### src/rtl/dvp_frame_capture_if.sv
// Bundles the DVP camera pins, the SDRAM write-FIFO port and the frame status
// flags of dvp_frame_capture.
// master: the capture block (drives FIFO writes and status).
// slave:  the environment (camera pins and FIFO full flag).
interface dvp_frame_capture_if;
  logic        cam_vsync;
  logic        cam_href;
  logic [7:0]  cam_data;
  logic        fifo_full;
  logic        fifo_wrreq;
  logic [15:0] fifo_wrdata;
  logic        frame_start;
  logic        frame_done;
  logic        frame_ok;
  logic        overflow;
  logic        line_err;

  modport master (
    input  cam_vsync, cam_href, cam_data, fifo_full,
    output fifo_wrreq, fifo_wrdata, frame_start, frame_done,
    output frame_ok, overflow, line_err
  );

  modport slave (
    output cam_vsync, cam_href, cam_data, fifo_full,
    input  fifo_wrreq, fifo_wrdata, frame_start, frame_done,
    input  frame_ok, overflow, line_err
  );
endinterface

### src/rtl/dvp_frame_capture.sv
// DVP camera capture: registers the 8-bit sensor stream, pairs bytes into
// RGB565 words, writes them to the SDRAM write FIFO and reports per-frame
// status. Frame boundaries follow VSYNC; the first SKIP_FRAMES frames after
// reset are discarded while the sensor settles.
module dvp_frame_capture #(
  parameter int unsigned H_PIXELS    = 640,
  parameter int unsigned V_LINES     = 480,
  parameter int unsigned SKIP_FRAMES = 10
) (
  input  logic                 cam_pclk,
  input  logic                 rst,
  dvp_frame_capture_if.master  bus
);

  localparam int unsigned CNT_W  = 10;
  localparam int unsigned SKIP_W = (SKIP_FRAMES > 0) ? $clog2(SKIP_FRAMES + 1) : 1;

  typedef enum logic [1:0] {
    ST_SKIP,
    ST_WAIT_VS,
    ST_ARM,
    ST_CAPTURE
  } state_e;

  // Input stage: s1 = sampled pins, s2 = previous s1 for edge detection
  logic       vs_s1_q, vs_s2_q;
  logic       hr_s1_q, hr_s2_q;
  logic [7:0] data_s1_q;

  logic vs_rise_c, vs_fall_c, hr_rise_c, hr_fall_c;

  state_e              state_q,    state_d;
  logic [SKIP_W-1:0]   skip_cnt_q, skip_cnt_d;
  logic                phase_q,    phase_d;
  logic [7:0]          high_q,     high_d;
  logic [CNT_W-1:0]    pix_cnt_q,  pix_cnt_d;
  logic [CNT_W-1:0]    line_cnt_q, line_cnt_d;
  logic                wrreq_q,    wrreq_d;
  logic [15:0]         wrdata_q,   wrdata_d;
  logic                start_q,    start_d;
  logic                done_q,     done_d;
  logic                ok_q,       ok_d;
  logic                ovf_q,      ovf_d;
  logic                lerr_q,     lerr_d;
  logic                line_end_c;

  function automatic logic [CNT_W-1:0] sat_inc(input logic [CNT_W-1:0] v);
    return (v == {CNT_W{1'b1}}) ? v : v + CNT_W'(1);
  endfunction

  // Register the camera pins and keep a delayed copy of the sync lines
  always_ff @(posedge cam_pclk) begin
    if (rst) begin
      vs_s1_q   <= 1'b0;
      vs_s2_q   <= 1'b0;
      hr_s1_q   <= 1'b0;
      hr_s2_q   <= 1'b0;
      data_s1_q <= 8'h00;
    end else begin
      vs_s1_q   <= bus.cam_vsync;
      vs_s2_q   <= vs_s1_q;
      hr_s1_q   <= bus.cam_href;
      hr_s2_q   <= hr_s1_q;
      data_s1_q <= bus.cam_data;
    end
  end

  assign vs_rise_c = vs_s1_q & ~vs_s2_q;
  assign vs_fall_c = ~vs_s1_q & vs_s2_q;
  assign hr_rise_c = hr_s1_q & ~hr_s2_q;
  assign hr_fall_c = ~hr_s1_q & hr_s2_q;

  // State, counters and registered outputs
  always_ff @(posedge cam_pclk) begin
    if (rst) begin
      state_q    <= ST_SKIP;
      skip_cnt_q <= '0;
      phase_q    <= 1'b0;
      high_q     <= 8'h00;
      pix_cnt_q  <= '0;
      line_cnt_q <= '0;
      wrreq_q    <= 1'b0;
      wrdata_q   <= 16'h0000;
      start_q    <= 1'b0;
      done_q     <= 1'b0;
      ok_q       <= 1'b0;
      ovf_q      <= 1'b0;
      lerr_q     <= 1'b0;
    end else begin
      state_q    <= state_d;
      skip_cnt_q <= skip_cnt_d;
      phase_q    <= phase_d;
      high_q     <= high_d;
      pix_cnt_q  <= pix_cnt_d;
      line_cnt_q <= line_cnt_d;
      wrreq_q    <= wrreq_d;
      wrdata_q   <= wrdata_d;
      start_q    <= start_d;
      done_q     <= done_d;
      ok_q       <= ok_d;
      ovf_q      <= ovf_d;
      lerr_q     <= lerr_d;
    end
  end

  // Frame sequencing, byte pairing, FIFO writes and status flags
  always_comb begin
    state_d    = state_q;
    skip_cnt_d = skip_cnt_q;
    phase_d    = phase_q;
    high_d     = high_q;
    pix_cnt_d  = pix_cnt_q;
    line_cnt_d = line_cnt_q;
    wrreq_d    = 1'b0;
    wrdata_d   = wrdata_q;
    start_d    = 1'b0;
    done_d     = 1'b0;
    ok_d       = ok_q;
    ovf_d      = ovf_q;
    lerr_d     = lerr_q;
    line_end_c = 1'b0;

    case (state_q)
      ST_SKIP: begin
        // Counter stops at SKIP_FRAMES, so equality is the exit condition
        if (skip_cnt_q == SKIP_W'(SKIP_FRAMES)) begin
          state_d = ST_WAIT_VS;
        end else if (vs_rise_c) begin
          skip_cnt_d = skip_cnt_q + SKIP_W'(1);
        end
      end

      ST_WAIT_VS: begin
        if (vs_rise_c) begin
          state_d = ST_ARM;
        end
      end

      ST_ARM: begin
        if (vs_fall_c) begin
          start_d    = 1'b1;
          ovf_d      = 1'b0;
          lerr_d     = 1'b0;
          pix_cnt_d  = '0;
          line_cnt_d = '0;
          phase_d    = 1'b0;
          state_d    = ST_CAPTURE;
        end
      end

      ST_CAPTURE: begin
        // A fresh HREF always starts on the high byte
        if (hr_s1_q) begin
          if (!phase_q || hr_rise_c) begin
            high_d  = data_s1_q;
            phase_d = 1'b1;
          end else begin
            phase_d   = 1'b0;
            pix_cnt_d = sat_inc(pix_cnt_q);
            if (bus.fifo_full) begin
              ovf_d = 1'b1;
            end else begin
              wrreq_d  = 1'b1;
              wrdata_d = {high_q, data_s1_q};
            end
          end
        end

        // VSYNC rising with HREF still high also terminates the line
        line_end_c = hr_fall_c | (vs_rise_c & hr_s1_q);
        if (line_end_c) begin
          phase_d = 1'b0;
          if (pix_cnt_d != CNT_W'(H_PIXELS)) begin
            lerr_d = 1'b1;
          end
          pix_cnt_d  = '0;
          line_cnt_d = sat_inc(line_cnt_q);
        end

        // Status reflects everything up to and including this cycle
        if (vs_rise_c) begin
          done_d  = 1'b1;
          ok_d    = ~ovf_d & ~lerr_d & (line_cnt_d == CNT_W'(V_LINES));
          state_d = ST_ARM;
        end
      end

      default: begin
        state_d = ST_SKIP;
      end
    endcase
  end

  assign bus.fifo_wrreq  = wrreq_q;
  assign bus.fifo_wrdata = wrdata_q;
  assign bus.frame_start = start_q;
  assign bus.frame_done  = done_q;
  assign bus.frame_ok    = ok_q;
  assign bus.overflow    = ovf_q;
  assign bus.line_err    = lerr_q;

endmodule
### src/flat_wrapper.sv
// flat-port wrapper written by rule: the top's interface ports become plain ports
module dvp_frame_capture_flat 
#(
  parameter int unsigned H_PIXELS    = 640,
  parameter int unsigned V_LINES     = 480,
  parameter int unsigned SKIP_FRAMES = 10
)
  (cam_pclk, rst, bus_cam_vsync, bus_cam_href, bus_cam_data, bus_fifo_full, bus_fifo_wrreq, bus_fifo_wrdata, bus_frame_start, bus_frame_done, bus_frame_ok, bus_overflow, bus_line_err);
  dvp_frame_capture_if bus_i ();
  input  logic cam_pclk;
  input  logic rst;
  input wire logic [$bits(bus_i.cam_vsync)-1:0] bus_cam_vsync;
  input wire logic [$bits(bus_i.cam_href)-1:0] bus_cam_href;
  input wire logic [$bits(bus_i.cam_data)-1:0] bus_cam_data;
  input wire logic [$bits(bus_i.fifo_full)-1:0] bus_fifo_full;
  output wire logic [$bits(bus_i.fifo_wrreq)-1:0] bus_fifo_wrreq;
  output wire logic [$bits(bus_i.fifo_wrdata)-1:0] bus_fifo_wrdata;
  output wire logic [$bits(bus_i.frame_start)-1:0] bus_frame_start;
  output wire logic [$bits(bus_i.frame_done)-1:0] bus_frame_done;
  output wire logic [$bits(bus_i.frame_ok)-1:0] bus_frame_ok;
  output wire logic [$bits(bus_i.overflow)-1:0] bus_overflow;
  output wire logic [$bits(bus_i.line_err)-1:0] bus_line_err;
  assign bus_i.cam_vsync = bus_cam_vsync;
  assign bus_i.cam_href = bus_cam_href;
  assign bus_i.cam_data = bus_cam_data;
  assign bus_i.fifo_full = bus_fifo_full;
  assign bus_fifo_wrreq = bus_i.fifo_wrreq;
  assign bus_fifo_wrdata = bus_i.fifo_wrdata;
  assign bus_frame_start = bus_i.frame_start;
  assign bus_frame_done = bus_i.frame_done;
  assign bus_frame_ok = bus_i.frame_ok;
  assign bus_overflow = bus_i.overflow;
  assign bus_line_err = bus_i.line_err;
  dvp_frame_capture #(.H_PIXELS(H_PIXELS), .V_LINES(V_LINES), .SKIP_FRAMES(SKIP_FRAMES)) u_core (.cam_pclk(cam_pclk), .rst(rst), .bus(bus_i));
endmodule
### config.mk
export PLATFORM = sky130hd
export DESIGN_NAME = dvp_frame_capture_flat
export DESIGN_NICKNAME = d
export VERILOG_FILES = /design/src/rtl/dvp_frame_capture_if.sv /design/src/rtl/dvp_frame_capture.sv /design/src/flat_wrapper.sv
export SDC_FILE = /design/constraint.sdc
export NUM_CORES = 1
export LEC_CHECK = 0
export CORE_MARGIN = 1
export CORE_UTILIZATION = 50
export CTS_BUF_LIST = sky130_fd_sc_hd__clkbuf_16
export DETAILED_ROUTE_END_ITERATION = 10
export GPL_ROUTABILITY_DRIVEN = 0
export GPL_TIMING_DRIVEN = 1
export PLACE_DENSITY = 0.75
export SLEW_MARGIN = 40
export SYNTH_ARGS = -nofsm -noshare
export SYNTH_HDL_FRONTEND = slang
export SYNTH_SLANG_ARGS = --single-unit
### constraint.sdc
create_clock -name cam_pclk -period 2 [get_ports cam_pclk]
set_input_delay 0.2 -clock cam_pclk [delete_from_list [all_inputs] [get_ports cam_pclk]]
set_output_delay 0.2 -clock cam_pclk [all_outputs]
set_load 0.03 [all_outputs]
==> results of run 1 <==
cells by family after synthesis:
logic type	Yosys count	share of synthesized area, %
compound gates	91	17.85
xor+xnor	8	2.212
fa+ha+maj	4	1.580
buf+inv	29	3.752
flops	69	43.60
mux	13	4.107
simple gates	168	26.90
cell type report:
| type | instances | share of cell area (%) |
|---|---|---|
| clock inverters | 7 | 1.801 |
| multi-input cells | 284 | 41.92 |
| flip-flops and latches | 69 | 32.95 |
| clock buffers | 9 | 5.314 |
| well taps | 75 | 2.214 |
| repair buffers | 76 | 15.35 |
| inverters | 5 | 0.4429 |
per-layer routing:
layer | track usage, % | vias up | wire (µm)
li1 | - | 1493 | -
met1 | 32.80 | 1445 | 3601
met2 | 38.00 | 96 | 3723
met3 | 5.667 | 14 | 381
met4 | 11.40 | 0 | 144
met5 | 0 | - | 0
what timing repair did:
item,in CTS,in global routing
hold buffers,0,0
resized for setup,4,25
buffers inserted,0,2
pin swaps,2,11
gates cloned,0,0
setup endpoints to repair,2,2
state kept, by name, indices dropped and copies added (netlist names):
| signal | count |
|---|---|
| u_core.vs_s2_q | 1 |
| u_core.line_cnt_q | 10 |
| u_core.bus.fifo_wrreq | 1 |
| u_core.bus.line_err | 1 |
| u_core.bus.fifo_wrdata | 16 |
| u_core.skip_cnt_q | 4 |
| u_core.bus.frame_start | 1 |
| u_core.hr_s1_q | 1 |
| u_core.state_q | 2 |
| u_core.bus.overflow | 1 |
| u_core.bus.frame_ok | 1 |
| u_core.phase_q | 1 |
| u_core.high_q | 8 |
| u_core.bus.frame_done | 1 |
| u_core.data_s1_q | 8 |
| u_core.vs_s1_q | 1 |
| u_core.hr_s2_q | 1 |
| u_core.pix_cnt_q | 10 |
critical path, cell delays in order (launching register included):
cell and delay [ps]:
dfxtp_2 350, ha_4 130, and4_4 240, nand3_2 80
a311oi_2 300, a41oi_2 70, or4_4 510, o31ai_4 210
synthesized netlist by cell type (4+ instances only):
library cell / number / share of area [%]
ha_1: 4 / 1.6
nand3_1: 13 / 2.1
a31oi_1: 5 / 0.99
nand2_1: 55 / 6.5
dfxtp_1: 69 / 44
xor2_1: 5 / 1.4
buf_2: 4 / 0.63
nand2b_1: 4 / 0.79
a21oi_1: 43 / 6.8
clkbuf_1: 18 / 2.1
nor2b_1: 13 / 2.6
nand4_1: 4 / 0.79
o21ai_0: 15 / 2.4
nor3_1: 12 / 1.9
mux2i_1: 13 / 4.1
and3_1: 8 / 1.6
nor2_1: 34 / 4.0
a211oi_1: 6 / 1.4
inv_1: 5 / 0.59
worst max path at each step:
stage                                 startpoint                          endpoint  slack (ps)  cells past startpoint
5_1_grt         u_core.pix_cnt_q[1]$_SDFFE_PP0P_  u_core.bus.line_err$_SDFFE_PP0P_         -20                      8
2_1_floorplan  u_core.line_cnt_q[1]$_SDFFE_PP0P_  u_core.bus.frame_ok$_SDFFE_PP0P_           5                      7
6_report       u_core.line_cnt_q[0]$_SDFFE_PP0P_  u_core.bus.frame_ok$_SDFFE_PP0P_          30                      7
3_3_place_gp    u_core.pix_cnt_q[1]$_SDFFE_PP0P_  u_core.bus.frame_ok$_SDFFE_PP0P_          20                      7
3_5_place_dp    u_core.pix_cnt_q[1]$_SDFFE_PP0P_  u_core.bus.frame_ok$_SDFFE_PP0P_          -4                      7
4_1_cts        u_core.line_cnt_q[1]$_SDFFE_PP0P_  u_core.bus.frame_ok$_SDFFE_PP0P_          10                      7
report_power, final:
| part | leakage, nW | switching (mW) | internal [mW] | total (mW) |
|---|---|---|---|---|
| Sequential | 0.564 | 0.0142 | 1.39 | 1.40 |
| Clock | 0.143 | 0.609 | 0.968 | 1.58 |
| Combinational | 0.859 | 0.0490 | 0.0440 | 0.0929 |
stage by stage:
| step | utilization, % | total power [mW] | cell area [µm²] |
|---|---|---|---|
| 5_1_grt | 70.33 | 3.183 | 4238 |
| 3_3_place_gp | 63.23 | 1.523 | 3810 |
| 6_report | 70.33 | 3.075 | 4238 |
| 3_5_place_dp | 63.23 | 1.525 | 3810 |
| 2_1_floorplan | - | 1.483 | 3181 |
| 4_1_cts | 68.48 | 3.100 | 4126 |
==> run metrics, run 1 <==
status=finished, final reports clean; Die H=roughly 80 µm; WL final=roughly 8000 µm; Final min period=1974 ps; Hold Path Sink=u_core.bus.frame_done$_SDFF_PP0_; Synth cell types=51; Pleak=approximately 1.6 nW; average size of a mapped cell=approximately 8.3 µm²; P&R area growth vs syn=33.77%; startpoint type of the worst setup path=flip-flop; clock skew=~5.8 ps; die footprint=between 6000 and 7000 µm²; share of cells above drive strength 1=20.89%; iteration count of the initial detailed-routing pass=4; placed cells=~500; Tot GR Track Use=approximately a quarter; fin cells=roughly 530; Crit Reg-Reg Startpoint=u_core.line_cnt_q[0]$_SDFFE_PP0P_; Max-Cap Viols=0; worst r2r dst=u_core.bus.frame_ok$_SDFFE_PP0P_; # DRC=0; Initial Util=52.57%; Core ar.=about 6000 µm²; Worst Max-Slew Pin Slew=between 600 and 700 ps; commonest non-fill, non-tap cells in the layout=dfxtp_1 (59), nand2_1 (55), a21oi_1 (42), buf_4 (42), nor2_1 (34); multi-input logic area=around 1800 µm²; internal reg-to-reg setup slack=roughly 26 ps; worst hold path startpoint=rst; clk sink count=69; Worst-Skew Late Latency=between 300 and 400 ps; Pwr per Cell Area=725.6 nW/µm²; Detail Route Antenna Nets=0; CP endpoint kind=flip-flop; Max Root-Sink Buffers=2; CTS tree=yes; Max VDD drop=around 0.0006 V; YS warnings=0; unrepaired setup endpoints after global routing=yes; mapped cell area=between 3000 and 4000 µm²; Worst Reg2Reg Path Length in Cells=7; max_slew headroom=between 50% and 60%; initial drt markers=roughly 200; pin count of the biggest net entering global routing=69; # setup viols final=0; Post-Synthesis Cells=between 300 and 400; fmax=0.5065 GHz; main flop type after synthesis=dfxtp_1; Std-Cell Rows=28; number of synthesized flops with an enable pin=0; Root Driver=clkbuf_16; Hold Path Class=in -> reg; port buffer count=34; min setup slack post-route=roughly 26 ps; num ports=35; dpl hpwl=about 5000 µm; DR vias=just over 3k; clock buffer count from CTS=9; global-route wire length before repair=roughly 12000 µm; Yosys reg bits=69; die width=81.60 µm; Crit Path Max Fanout=3; register area=~1400 µm²; Syn Nets=around 400; sequential-to-total area share from yosys stat=a little over two fifths; pre-CTS setup slack=-4.355 ps; clk slew on worst S/H paths=60 ps; vias per inst=5.806; gr ovfl total=0; H-tree lvl count=3; Ant. Diodes=0; final hold slack=about 110 ps; commonest non-fill, non-tap cell in the layout=dfxtp_1; Final Hold Fails=0; Worst Path Class, Setup=reg -> reg; max-slew violation count=0; vias in the first global route=around 2.7k; Fin Setup TNS=0 ps; post-route clock period utilization=98.71%; hold path depth=2; WL per Instance=14.95 µm; initial antenna violation count=0; FFs w/ async S/R, synth=0%; Arrival @ worst endpoint=around 2200 ps; final net count=approximately 460; Layout fillers=451; Worst EP required=between 2000 and 2500 ps
Power figures use the tool's default switching activity.
==> inputs of run 2 (changes only) <==
--- a/config.mk
+++ b/config.mk
@@ -9,10 +9,10 @@
 export CORE_UTILIZATION = 50
 export CTS_BUF_LIST = sky130_fd_sc_hd__clkbuf_16
 export DETAILED_ROUTE_END_ITERATION = 10
-export GPL_ROUTABILITY_DRIVEN = 0
 export GPL_TIMING_DRIVEN = 1
 export PLACE_DENSITY = 0.75
 export SLEW_MARGIN = 40
 export SYNTH_ARGS = -nofsm -noshare
 export SYNTH_HDL_FRONTEND = slang
 export SYNTH_SLANG_ARGS = --single-unit
+export TNS_END_PERCENT = 20
==> run 2 against run 1 <==
Net effect:
- cell count shrank 0.57%
- maximum frequency shrank 1.2%
- combinational power shrank 2%
- critical endpoint unchanged
- largest power group unchanged
==> run metrics, run 2 (synthesis gave the netlist of run 1 again) <==
global-route wire length before repair=12870 µm (was 12410 µm); Root Driver=clkbuf_16 (unchanged); Worst EP required=2260 ps (was 2250 ps); clock buffer count from CTS=9 (unchanged); unrepaired setup endpoints after global routing=yes (unchanged); post-route clock period utilization=99.92% (was 98.71%); die width=81.60 µm (unchanged); Tot GR Track Use=25.81% (was 24.70%); Detail Route Antenna Nets=0 (unchanged); commonest non-fill, non-tap cells in the layout=dfxtp_1 (62), nand2_1 (54), a21oi_1 (42), buf_4 (39), nor2_1 (34) (was dfxtp_1 (59), nand2_1 (55), a21oi_1 (42), buf_4 (42), nor2_1 (34)); CTS tree=yes (unchanged); Post-CTS Setup Bufs=0 (unchanged); fin util=68.98% (was 70.33%); Hold Path Class=in -> reg (unchanged); die footprint=6659 µm² (unchanged); Core ar.=6026 µm² (unchanged); num ports=35 (unchanged); clk sink count=69 (unchanged); Worst-Skew Late Latency=330 ps (about the same); vias in the first global route=2809 (was 2668); fmax=0.5004 GHz (was 0.5065 GHz); Layout fillers=485 (was 451); initial antenna violation count=0 (unchanged); slowest CP cell=or4_4 (unchanged); max incr delay on CP=500 ps (was 510 ps); Max VDD drop=0.0007250 V (was 0.0006061 V); Die H=81.60 µm (unchanged); Max Root-Sink Buffers=2 (unchanged); Initial Util=52.57% (unchanged); gr ovfl total=0 (unchanged); CP endpoint kind=flip-flop (unchanged); Crit Path Max Fanout=3 (unchanged); CP cell instances=ha_2 > and4_4 > nand3_1 > a311oi_2 > a41oi_1 > or4_4 > o31ai_2 (was ha_4 > and4_4 > nand3_2 > a311oi_2 > a41oi_2 > or4_4 > o31ai_4); share of cells above drive strength 1=18.57% (was 20.89%); Ant. Diodes=0 (unchanged); P&R area growth vs syn=31.20% (was 33.77%); clk slew on worst S/H paths=60 ps (about the same); startpoint type of the worst setup path=flip-flop (unchanged); max-slew violation count=0 (unchanged); final net count=459 (was 462); vias per inst=5.902 (was 5.806); H-tree lvl count=3 (unchanged); Pleak=1.547 nW (was 1.566 nW); Buf/Inv on CP=0 (unchanged); routability cong.=0.9223; Max-Cap Viols=0 (unchanged); clock skew=8.064 ps (was 5.778 ps); Arrival @ worst endpoint=2250 ps (was 2230 ps); Pwr per Cell Area=743.0 nW/µm² (was 725.6 nW/µm²); commonest non-fill, non-tap cell in the layout=dfxtp_1 (unchanged); # DRC=0 (unchanged); DR vias=3081 (was 3048); port buffer count=34 (unchanged); iteration count of the initial detailed-routing pass=5 (was 4); WL final=8152 µm (was 7851 µm); initial drt markers=173 (was 204); status=finished, final reports clean (unchanged); Final min period=1998 ps (was 1974 ps); max_slew headroom=54.31% (was 54.52%); Worst Max-Slew Pin Slew=685.3 ps (was 682.2 ps); Worst Path Class, Setup=reg -> reg (unchanged); # setup viols final=0 (unchanged); WL per Instance=15.62 µm (was 14.95 µm); number of flip-flops in the largest register=16 (unchanged); pin count of the biggest net entering global routing=69 (unchanged); dpl hpwl=5447 µm (was 5022 µm); Std-Cell Rows=28 (unchanged); Final Hold Fails=0 (unchanged); CP delay by family, top=simple AND/OR/NAND/NOR gates (unchanged); total power=3.088 mW (was 3.075 mW)
==> run 2: changes by cell type in the layout (fill, tap and decap cells not counted), moves of 2 or more <==
cell,previous run,this run
buf_4,42,39
clkinv_4,4,1
dfxtp_1,59,62
clkinv_2,0,2
dfxtp_2,9,7
inv_6,0,2
==> run 2: what timing repair did <==
| action | in CTS | in global routing |
|---|---|---|
| hold buffers | 0 | 0 |
| resized for setup | 5 | 11 |
| setup endpoints to repair | 2 | 4 |
| pin swaps | 5 | 5 |
==> run 2: final timing paths <==
path	startpoint	to	slack, ps	depth (start not counted)
setup / recovery	u_core.line_cnt_q[1]$_SDFFE_PP0P_	u_core.bus.frame_ok$_SDFFE_PP0P_	2	7
hold / removal	rst	u_core.bus.frame_done$_SDFF_PP0_	110	2
setup reg to reg	u_core.line_cnt_q[1]$_SDFFE_PP0P_	u_core.bus.frame_ok$_SDFFE_PP0P_	2	7
hold reg to reg	u_core.data_s1_q[2]$_SDFF_PP0_	u_core.bus.fifo_wrdata[2]$_SDFFE_PP0P_	450	2
==> run 2: cell type report <==
type                            instances  area, µm²  share of cell area, %
Inverter                                5      18.77                 0.4515
Sequential cell                        69       1390                  33.44
Clock buffer                            9      225.2                  5.418
Clock inverter                          7      73.82                  1.776
Tap cell                               75      93.84                  2.258
Multi-Input combinational cell        284       1727                  41.54
Timing Repair Buffer                   73      628.1                  15.11
==> run 2: per-stage QoR <==
step                      hold WS [ps]  worst slack [ps]  setup TNS (ps)  cell area (µm²)  instances
after floorplan                  328.2             4.893               0             3181        382
after global placement           437.4             53.80               0             3802        506
after detailed placement         445.1            -7.220          -12.77             3802        506
after CTS                        99.54             2.821               0             4115        522
after global routing             115.0            -47.07          -47.07             4156        522
final                            105.1             1.559               0             4156        522
==> run 2: metal layers <==
layer  global-route usage [%]  share of wire [%]  up-vias
li1                         -                  -     1483
met1                    30.95                 44     1488
met2                    43.25                 49       90
met3                    5.111                4.8       20
met4                    14.04                2.6        0
met5                        0                  0        -
==> run 2: power breakdown <==
group / total (mW) / internal, mW / leakage (nW) / switching (mW)
Combinational: 0.0914 / 0.0426 / 0.838 / 0.0487
Sequential: 1.41 / 1.39 / 0.562 / 0.0146
Clock: 1.59 / 0.971 / 0.146 / 0.621
==> inputs of run 3 (changes only) <==
--- a/config.mk
+++ b/config.mk
@@ -5,6 +5,7 @@
 export SDC_FILE = /design/constraint.sdc
 export NUM_CORES = 1
 export LEC_CHECK = 0
+export ABC_AREA = 0
 export CORE_MARGIN = 1
 export CORE_UTILIZATION = 50
 export CTS_BUF_LIST = sky130_fd_sc_hd__clkbuf_16
==> results of run 3 <==
The final DEF is identical to that of run 2; final timing and power are the same.
